File: config.mk
export PLATFORM = sky130hd
export DESIGN_NAME = muldiv_seq
export DESIGN_NICKNAME = d
export VERILOG_FILES = /design/src/rtl/muldiv_pkg.sv /design/src/rtl/muldiv_iter_dp.sv /design/src/rtl/muldiv_seq.sv
export SDC_FILE = /design/constraint.sdc
export NUM_CORES = 1
export LEC_CHECK = 0
export BUFFER_PORTS_ARGS = -buffer_cell sky130_fd_sc_hd__buf_2
export CORE_MARGIN = 1
export CORE_UTILIZATION = 49
export CTS_BUF_LIST = sky130_fd_sc_hd__clkbuf_4 sky130_fd_sc_hd__clkbuf_8
export DETAILED_ROUTE_END_ITERATION = 6
export PLACE_DENSITY = 0.67
export SYNTH_ARGS = -nofsm -noshare
export SYNTH_HDL_FRONTEND = slang
export SYNTH_SLANG_ARGS = --single-unit
File: constraint.sdc
create_clock -name clock -period 7.7 [get_ports clock]
set_clock_uncertainty 0.05 [all_clocks]
set_input_delay 0.77 -clock clock [delete_from_list [all_inputs] [get_ports clock]]
set_output_delay 0.77 -clock clock [all_outputs]
set_load 0.1 [all_outputs]
File: src/rtl/muldiv_pkg.sv
// Shared types and helpers for the RV32M multiply/divide sequencer.
package muldiv_pkg;

    typedef enum logic [1:0] {IDLE, CALC, FIX, DONE} state_t;

    localparam logic [2:0] F3_MUL    = 3'b000;
    localparam logic [2:0] F3_MULH   = 3'b001;
    localparam logic [2:0] F3_MULHSU = 3'b010;
    localparam logic [2:0] F3_MULHU  = 3'b011;
    localparam logic [2:0] F3_DIV    = 3'b100;
    localparam logic [2:0] F3_DIVU   = 3'b101;
    localparam logic [2:0] F3_REM    = 3'b110;
    localparam logic [2:0] F3_REMU   = 3'b111;

    function automatic logic is_signed_a(input logic [2:0] f3);
        return (f3 == F3_MULH) || (f3 == F3_MULHSU) || (f3 == F3_DIV) || (f3 == F3_REM);
    endfunction

    function automatic logic is_signed_b(input logic [2:0] f3);
        return (f3 == F3_MULH) || (f3 == F3_DIV) || (f3 == F3_REM);
    endfunction

endpackage

File: src/rtl/muldiv_iter_dp.sv
// Iterative datapath: shift-add multiply or restoring divide, one step per enabled clock.
// acc holds {hi, lo} for multiply and {remainder, quotient} for divide.
module muldiv_iter_dp #(
    parameter int unsigned XLEN = 32
) (
    input  logic              clock,
    input  logic              nReset,
    input  logic              load,
    input  logic              clear,
    input  logic              step,
    input  logic              is_div,
    input  logic [XLEN-1:0]   a_mag,
    input  logic [XLEN-1:0]   b_mag,
    output logic [2*XLEN-1:0] acc
);
    logic [2*XLEN-1:0] acc_q, acc_d;
    logic [XLEN-1:0]   opnd_q, opnd_d;
    logic [XLEN:0]     mul_sum, div_shift, div_diff;

    always_comb begin
        mul_sum   = {1'b0, acc_q[2*XLEN-1:XLEN]} + (acc_q[0] ? {1'b0, opnd_q} : '0);
        div_shift = acc_q[2*XLEN-1:XLEN-1];
        div_diff  = div_shift - {1'b0, opnd_q};
        acc_d     = acc_q;
        opnd_d    = opnd_q;
        if (clear) begin
            acc_d  = '0;
            opnd_d = '0;
        end else if (load) begin
            acc_d  = {{XLEN{1'b0}}, (is_div ? a_mag : b_mag)};
            opnd_d = is_div ? b_mag : a_mag;
        end else if (step) begin
            if (!is_div) begin
                acc_d = {mul_sum, acc_q[XLEN-1:1]};
            end else if (!div_diff[XLEN]) begin
                acc_d = {div_diff[XLEN-1:0], acc_q[XLEN-2:0], 1'b1};
            end else begin
                acc_d = {div_shift[XLEN-1:0], acc_q[XLEN-2:0], 1'b0};
            end
        end
    end

    always_ff @(posedge clock or negedge nReset) begin
        if (!nReset) begin
            acc_q  <= '0;
            opnd_q <= '0;
        end else begin
            acc_q  <= acc_d;
            opnd_q <= opnd_d;
        end
    end

    assign acc = acc_q;

endmodule

File: src/rtl/muldiv_seq.sv
// RV32M multiply/divide sequencer: FSM, counter, sign fix-up and pipeline handshake.
// Optional build macro MULDIV_FAST_MUL_EN: single-cycle combinational multiply.
module muldiv_seq
    import muldiv_pkg::*;
#(
    parameter int unsigned XLEN = 32,
    parameter int unsigned CNTW = $clog2(XLEN) + 1
) (
    input  logic            clock,
    input  logic            nReset,
    input  logic            start,
    input  logic            flush,
    input  logic [2:0]      funct3,
    input  logic [XLEN-1:0] rs1,
    input  logic [XLEN-1:0] rs2,
    output logic            stall,
    output logic            done,
    output logic [XLEN-1:0] result
);
    state_t            state_q, state_d;
    logic [CNTW-1:0]   cnt_q;
    logic [2:0]        f3_q;
    logic              neg_q, sign_a_q, div_zero_q;
    logic              accept, sign_a, sign_b, div_zero, skip_calc;
    logic [XLEN-1:0]   a_mag, b_mag;
    logic [2*XLEN-1:0] dp_acc, prod_raw, prod_fix;
    logic [XLEN-1:0]   quot_fix, rem_raw, rem_fix, result_d;

    always_comb begin
        accept   = (state_q == IDLE) && start && !flush;
        sign_a   = is_signed_a(funct3) && rs1[XLEN-1];
        sign_b   = is_signed_b(funct3) && rs2[XLEN-1];
        a_mag    = sign_a ? (~rs1 + 1'b1) : rs1;
        b_mag    = sign_b ? (~rs2 + 1'b1) : rs2;
        div_zero = funct3[2] && (rs2 == '0);
`ifdef MULDIV_FAST_MUL_EN
        skip_calc = div_zero || !funct3[2];
`else
        skip_calc = div_zero;
`endif
    end

    always_ff @(posedge clock or negedge nReset) begin
        if (!nReset) begin
            state_q <= IDLE;
        end else begin
            state_q <= state_d;
        end
    end

    always_comb begin
        state_d = state_q;
        unique case (state_q)
            IDLE: if (accept) state_d = skip_calc ? FIX : CALC;
            CALC: if (cnt_q == CNTW'(1)) state_d = FIX;
            FIX:  state_d = DONE;
            DONE: state_d = IDLE;
            default: state_d = IDLE;
        endcase
        if (flush) state_d = IDLE;
    end

    always_comb begin
        stall = ((state_q == IDLE) && start) || (state_q == CALC) || (state_q == FIX);
        done  = (state_q == DONE);
    end

    always_ff @(posedge clock or negedge nReset) begin
        if (!nReset) begin
            cnt_q      <= '0;
            f3_q       <= '0;
            neg_q      <= 1'b0;
            sign_a_q   <= 1'b0;
            div_zero_q <= 1'b0;
        end else if (accept) begin
            cnt_q      <= CNTW'(XLEN);
            f3_q       <= funct3;
            neg_q      <= sign_a ^ sign_b;
            sign_a_q   <= sign_a;
            div_zero_q <= div_zero;
        end else if (state_q == CALC) begin
            cnt_q <= cnt_q - CNTW'(1);
        end
    end

    muldiv_iter_dp #(
        .XLEN(XLEN)
    ) u_dp (
        .clock (clock),
        .nReset(nReset),
        .load  (accept),
        .clear (flush),
        .step  (state_q == CALC),
        .is_div(accept ? funct3[2] : f3_q[2]),
        .a_mag (a_mag),
        .b_mag (b_mag),
        .acc   (dp_acc)
    );

`ifdef MULDIV_FAST_MUL_EN
    logic [XLEN-1:0] a_mag_q, b_mag_q;

    always_ff @(posedge clock or negedge nReset) begin
        if (!nReset) begin
            a_mag_q <= '0;
            b_mag_q <= '0;
        end else if (accept) begin
            a_mag_q <= a_mag;
            b_mag_q <= b_mag;
        end
    end

    assign prod_raw = {{XLEN{1'b0}}, a_mag_q} * {{XLEN{1'b0}}, b_mag_q};
`else
    assign prod_raw = dp_acc;
`endif

    // Divide by zero skips CALC: the dividend magnitude still sits in the quotient half.
    always_comb begin
        prod_fix = neg_q ? (~prod_raw + 1'b1) : prod_raw;
        if (div_zero_q) begin
            quot_fix = '1;
            rem_raw  = dp_acc[XLEN-1:0];
        end else begin
            quot_fix = neg_q ? (~dp_acc[XLEN-1:0] + 1'b1) : dp_acc[XLEN-1:0];
            rem_raw  = dp_acc[2*XLEN-1:XLEN];
        end
        rem_fix = sign_a_q ? (~rem_raw + 1'b1) : rem_raw;
        case (f3_q)
            F3_MUL:                      result_d = prod_fix[XLEN-1:0];
            F3_MULH, F3_MULHSU, F3_MULHU: result_d = prod_fix[2*XLEN-1:XLEN];
            F3_DIV, F3_DIVU:             result_d = quot_fix;
            default:                     result_d = rem_fix;
        endcase
    end

    always_ff @(posedge clock or negedge nReset) begin
        if (!nReset) begin
            result <= '0;
        end else if ((state_q == FIX) && !flush) begin
            result <= result_d;
        end
    end

endmodule
# == Word level (Yosys, flattened, before mapping) ==
# Index checks and enable logic that the tools add are counted.
# word_totals
out_inout_bits,34
register_bits,142
# op_classes
eq_ne,15
n_bitwise,6
mux,26
n_addsub,8
reduce_logical,23
# op_table
operator,n
$mux 64,6
$mux 32,11
$add 32x1->32 const B,4
$not 32->32,4
$pmux 32 s3,1
$add 64x1->64 const B,1
$not 64->64,1
$add 32x33->33,1
$sub 33x32->33,1
$logic_not 32->1,1
$eq 3x3->1 const B,4
$mux 6,2
$eq 3x2->1 const B,3
$mux 2,4
$pmux 2 s4,1
$logic_or 1x1->1,7
$eq 3x1->1 const B,2
$eq 6x1->1 const B,1
$logic_and 1x1->1,6
$ne 3x3->1 const B,2
$sub 6x1->6 const B,1
$eq 2x2->1 const B,2
$reduce_bool 2->1,2
$logic_not 3->1,1
other kinds (9),9

# == Depth between registers and ports, before layout ==
# depth
depth_word,9
mapped_depth,17
depth_no_buf,14

# == By module ==
# A second synthesis with hierarchy kept.
# hier_totals
hier_cells,1903
hier_area_um2,15751.4
# by_module_without_submodules
module,n_inst,cells_each,area_per_inst_um2,seq_area_each_um2
muldiv_iter_dp,1,966,8853.5,2402.3
muldiv_seq,1,937,6897.9,1151.1

# == Worst setup path before layout ==
# No wires, ideal clock.
# synth_path
path_type,flip-flop to flip-flop
start,reg div_zero_q
end,reg result[30]
path_stages_with_launch,18
n_path_buf,6
t_arrival_ns,3.758
path_slack_ns,3.762
required_time_ns,7.520
cell_sequence,dfrtp_1 > buf_2 > buf_2 > buf_2 > buf_2 > buf_1 > buf_2 > mux2i_1 > ha_1 > inv_1 > a2111oi_2 > nand3_1 > or2_1 > nand2b_1 > o21ai_0 > xnor2_1 > a221oi_2 > o21ai_1
# synth_via
elab_chain_cells,5
# synth_lines
element,line_no,rtl
from (decl),muldiv_seq.sv:23,"logic neg_q, sign_a_q, div_zero_q;"
from (signal assigned),muldiv_seq.sv:80,div_zero_q <= div_zero;
$mux 32,muldiv_seq.sv:121,if (div_zero_q) begin
$not 32->32,muldiv_seq.sv:128,rem_fix = sign_a_q ? (~rem_raw + 1'b1) : rem_raw;
$add 32x1->32,muldiv_seq.sv:128,
$mux 32,muldiv_seq.sv:128,
$pmux 32 s3 *,muldiv_seq.sv:129,case (f3_q)
to (signal assigned),muldiv_seq.sv:141,result <= result_d;
to (decl),muldiv_seq.sv:18,output logic [XLEN-1:0] result
# Every way passes the cells marked *; elsewhere a longest branch is shown, timed or not.
# A chain may end at the register's enable or synchronous reset.

# == Worst setup path in the final report ==
# layout_path
start,reg u_dp.acc_q[31] (netlist: u_dp.acc[31])
end,reg u_dp.acc_q[37] (netlist: u_dp.acc[37])
# layout_via
elab_chain_cells,6
# layout_lines
element,line_no,rtl
from (decl),muldiv_iter_dp.sv:16,"logic [2*XLEN-1:0] acc_q, acc_d;"
from (signal assigned),muldiv_iter_dp.sv:45,acc_q <= '0;
from (signal assigned),muldiv_iter_dp.sv:48,acc_q <= acc_d;
$sub 33x32->33,muldiv_iter_dp.sv:23,"div_diff = div_shift - {1'b0, opnd_q};"
$mux 64,muldiv_iter_dp.sv:35,end else if (!div_diff[XLEN]) begin
$mux 64,muldiv_iter_dp.sv:33,if (!is_div) begin
$mux 64,muldiv_iter_dp.sv:32,end else if (step) begin
$mux 64,muldiv_iter_dp.sv:29,end else if (load) begin
$mux 64,muldiv_iter_dp.sv:26,if (clear) begin
# No other way between the ends. The select of a mux whose other input is x is not followed.

==> flow_summary.json <==
{
  "status": "finished, final reports clean",
  "synth_area_um2": 15100,
  "holdCritPathClass": "input port to async pin",
  "cts_htree_levels": 4,
  "p_total_mw": 5.61,
  "drt_iter0_drc": 1511,
  "dpl.hpwl_mm": 39.0,
  "setup_tns_ps": 0,
  "ys_ff_latch": 142,
  "nets": 2128,
  "start_util": 0.504,
  "syn-num-nets": 2134,
  "cts_resized": 0,
  "p_leak_nw": 7.00,
  "max_freq_mhz": 195,
  "core_um2": 30000,
  "place_ws_ps": 2630,
  "cp_max_fo": 21,
  "grt_max_degree": 89,
  "rsz0062_at_grt": "no",
  "root_buffer": "clkbuf_8",
  "min_period_ps": 5130,
  "period_share": 0.666,
  "hold_ws_ps": 314,
  "post-route-drc-count": 0,
  "hold_violations": 0,
  "path_clk_slew_ps": 90,
  "pwr-share-clk": 0.111,
  "avgRoutedWirePerCell_um": 21.1,
  "powerDensity_nw_per_um2": 349,
  "die_w_um": 177,
  "synth_cells": 1986,
  "wirelength_met1_mm": 22.9,
  "power.internal_mw": 2.47,
  "comb_power_share": 0.670,
  "synth-edff-count": 0,
  "max_slew.worst_pin.slew_ps": 1110,
  "max_cap_violations": 0,
  "async_flop_share": 1.00,
  "die_y_um": 177,
  "place_congestion": 1.00,
  "cts_buffer_depth": 2,
  "max-slew-margin-rel": 0.258,
  "cts_buffers": 17,
  "p_switching_mw": 3.14,
  "port_buffers": 104,
  "cts_tree": "done",
  "ir_drop_uv": 218,
  "highest_layer": "met4",
  "grt_usage": 0.324,
  "routed-wl-met2_mm": 22.9,
  "viasPerCell": 6.26,
  "yosysSeqAreaShare": 0.235,
  "cts_hold_buf": 0,
  "first_global_vias": 13900,
  "setup_viol": 0,
  "clock_sinks": 142,
  "grt_pass1_wl_mm": 78.6,
  "worstSetupPathType": "flop to flop",
  "worst_slack_ps": 2570,
  "area_growth_pct": 6.53,
  "ys_warn_count": 0,
  "antenna_found_initial": 0,
  "fp.dieArea_um2": 31500,
  "row_count": 63,
  "post_cts_buffers": 0,
  "syn_area_per_cell_um2": 7.60,
  "ys.flop_type": "dfrtp_1",
  "finalMaxSlewViolations": 0,
  "p_sw_frac": 0.560,
  "wl_met3_mm": 3.33,
  "drt-pass1-iter-count": 6,
  "synth.distinct_cells": 79,
  "worst_setup_path_start_kind": "flop",
  "seq_power_share": 0.220,
  "num_antenna_cells": 0,
  "drive_above_1_share": 0.106,
  "ios": 105,
  "end_kind": "flop",
  "overflow": 0,
  "clk_latency_ps": 490,
  "wl_mm": 50.2,
  "ant_nets": 0,
  "vias": 14900,
  "arrival_ps": 5460,
  "crit_required_ps": 8030
}
## cell type report
class                   count  area, um^2
clock buffers              18         248
clock inverters            14         148
fillers                  2971       13900
inverters                  77         289
multi-input cells        1618       10700
flip-flops and latches    142        3560
well taps                 390         488
repair buffers            124         677
## per-stage QoR
step / cell area [um^2] / util / instances
2_1_floorplan: 15100 / - / 1986
3_3_place_gp: 15700 / 0.524 / 2351
3_5_place_dp: 15700 / 0.524 / 2351
4_1_cts: 16100 / 0.537 / 2383
5_1_grt: 16100 / 0.537 / 2383
6_report: 16100 / 0.537 / 2383
## worst paths after layout
check | start | slack [ps] | cells after the start | end
setup / recovery | u_dp.acc[31] | 2570 | 14 | u_dp.acc[37]
hold / removal | nReset | 310 | 1 | result[27]
setup reg to reg | u_dp.acc[31] | 2570 | 14 | u_dp.acc[37]
hold reg to reg | result[19] | 430 | 2 | result[19]
max in group asynchronous | nReset | 5950 | 2 | neg_q
min in group clock | result[19] | 430 | 2 | result[19]
## Yosys cell counts, types with 53 or more instances
cell type  number  area [um^2]
mux2i_1        87          871
clkbuf_1      119          447
o21ai_0       182          911
xnor2_1       100          876
ha_1           75          938
a21oi_1       162          811
nor2_1        174          653
xor2_1        103          902
dfrtp_1       142         3550
nor3_1         53          265
inv_1          76          285
nand2_1       216          811
## critical path, cell delays in order, from the launching register on
cell and delay, ps:
dfrtp_1 570, inv_1 90, ha_1 240, fa_1 400
nand2b_1 180, a21oi_1 300, o31ai_1 210, nor2_1 240
o211ai_1 130, a31o_2 260, a21oi_1 460, or2_1 900
buf_4 330, mux2_2 350, a221o_1 310
## logic make-up after synthesis
family	count (synthesis)	share of synthesized area
compound gates	624	0.265
simple gates	617	0.193
buf+inv	226	0.0587
xor+xnor	203	0.118
flops	142	0.235
mux	97	0.0652
fa+ha+maj	77	0.0648
## power groups by stage
stage	Combinational, mW	Clock (mW)	Sequential (mW)
finish	3.76	0.622	1.23
global route	4.04	0.664	1.26
CTS	3.71	0.631	1.22
detailed placement	3.69	0	1.23
global placement	3.66	0	1.22
floorplan	2.44	0	1.53
## sequential cells by signal, indices dropped and copies added, names as in the netlist
register	cells
f3_q	3
sign_a_q	1
u_dp.acc	64
neg_q	1
state_q	2
result	32
div_zero_q	1
u_dp.opnd_q	32
cnt_q	6
## cells in the final DEF, fill, tap and decap left out, drive strengths merged, types with 19 or more instances in the layout
cell type	synthesis	final
a21o	31	31
a21oi	162	162
a221o	19	19
buf	28	124
dfrtp	142	142
ha	75	75
inv	76	83
mux2i	87	87
nand2	216	216
nand2b	20	20
nand3	25	25
nor2	174	174
nor3	53	53
o21ai	189	189
o221ai	26	26
o31ai	34	34
or3	19	19
xnor2	100	100
xor2	103	103
## layer usage
| metal | vias up | global-route usage |
|---|---|---|
| met5 | - | 0 |
| met4 | 0 | 0.0979 |
| met3 | 87 | 0.0435 |
| met2 | 627 | 0.516 |
| met1 | 7080 | 0.452 |
| li1 | 7128 | - |
Note: power is estimated with default switching activity, not from simulation.
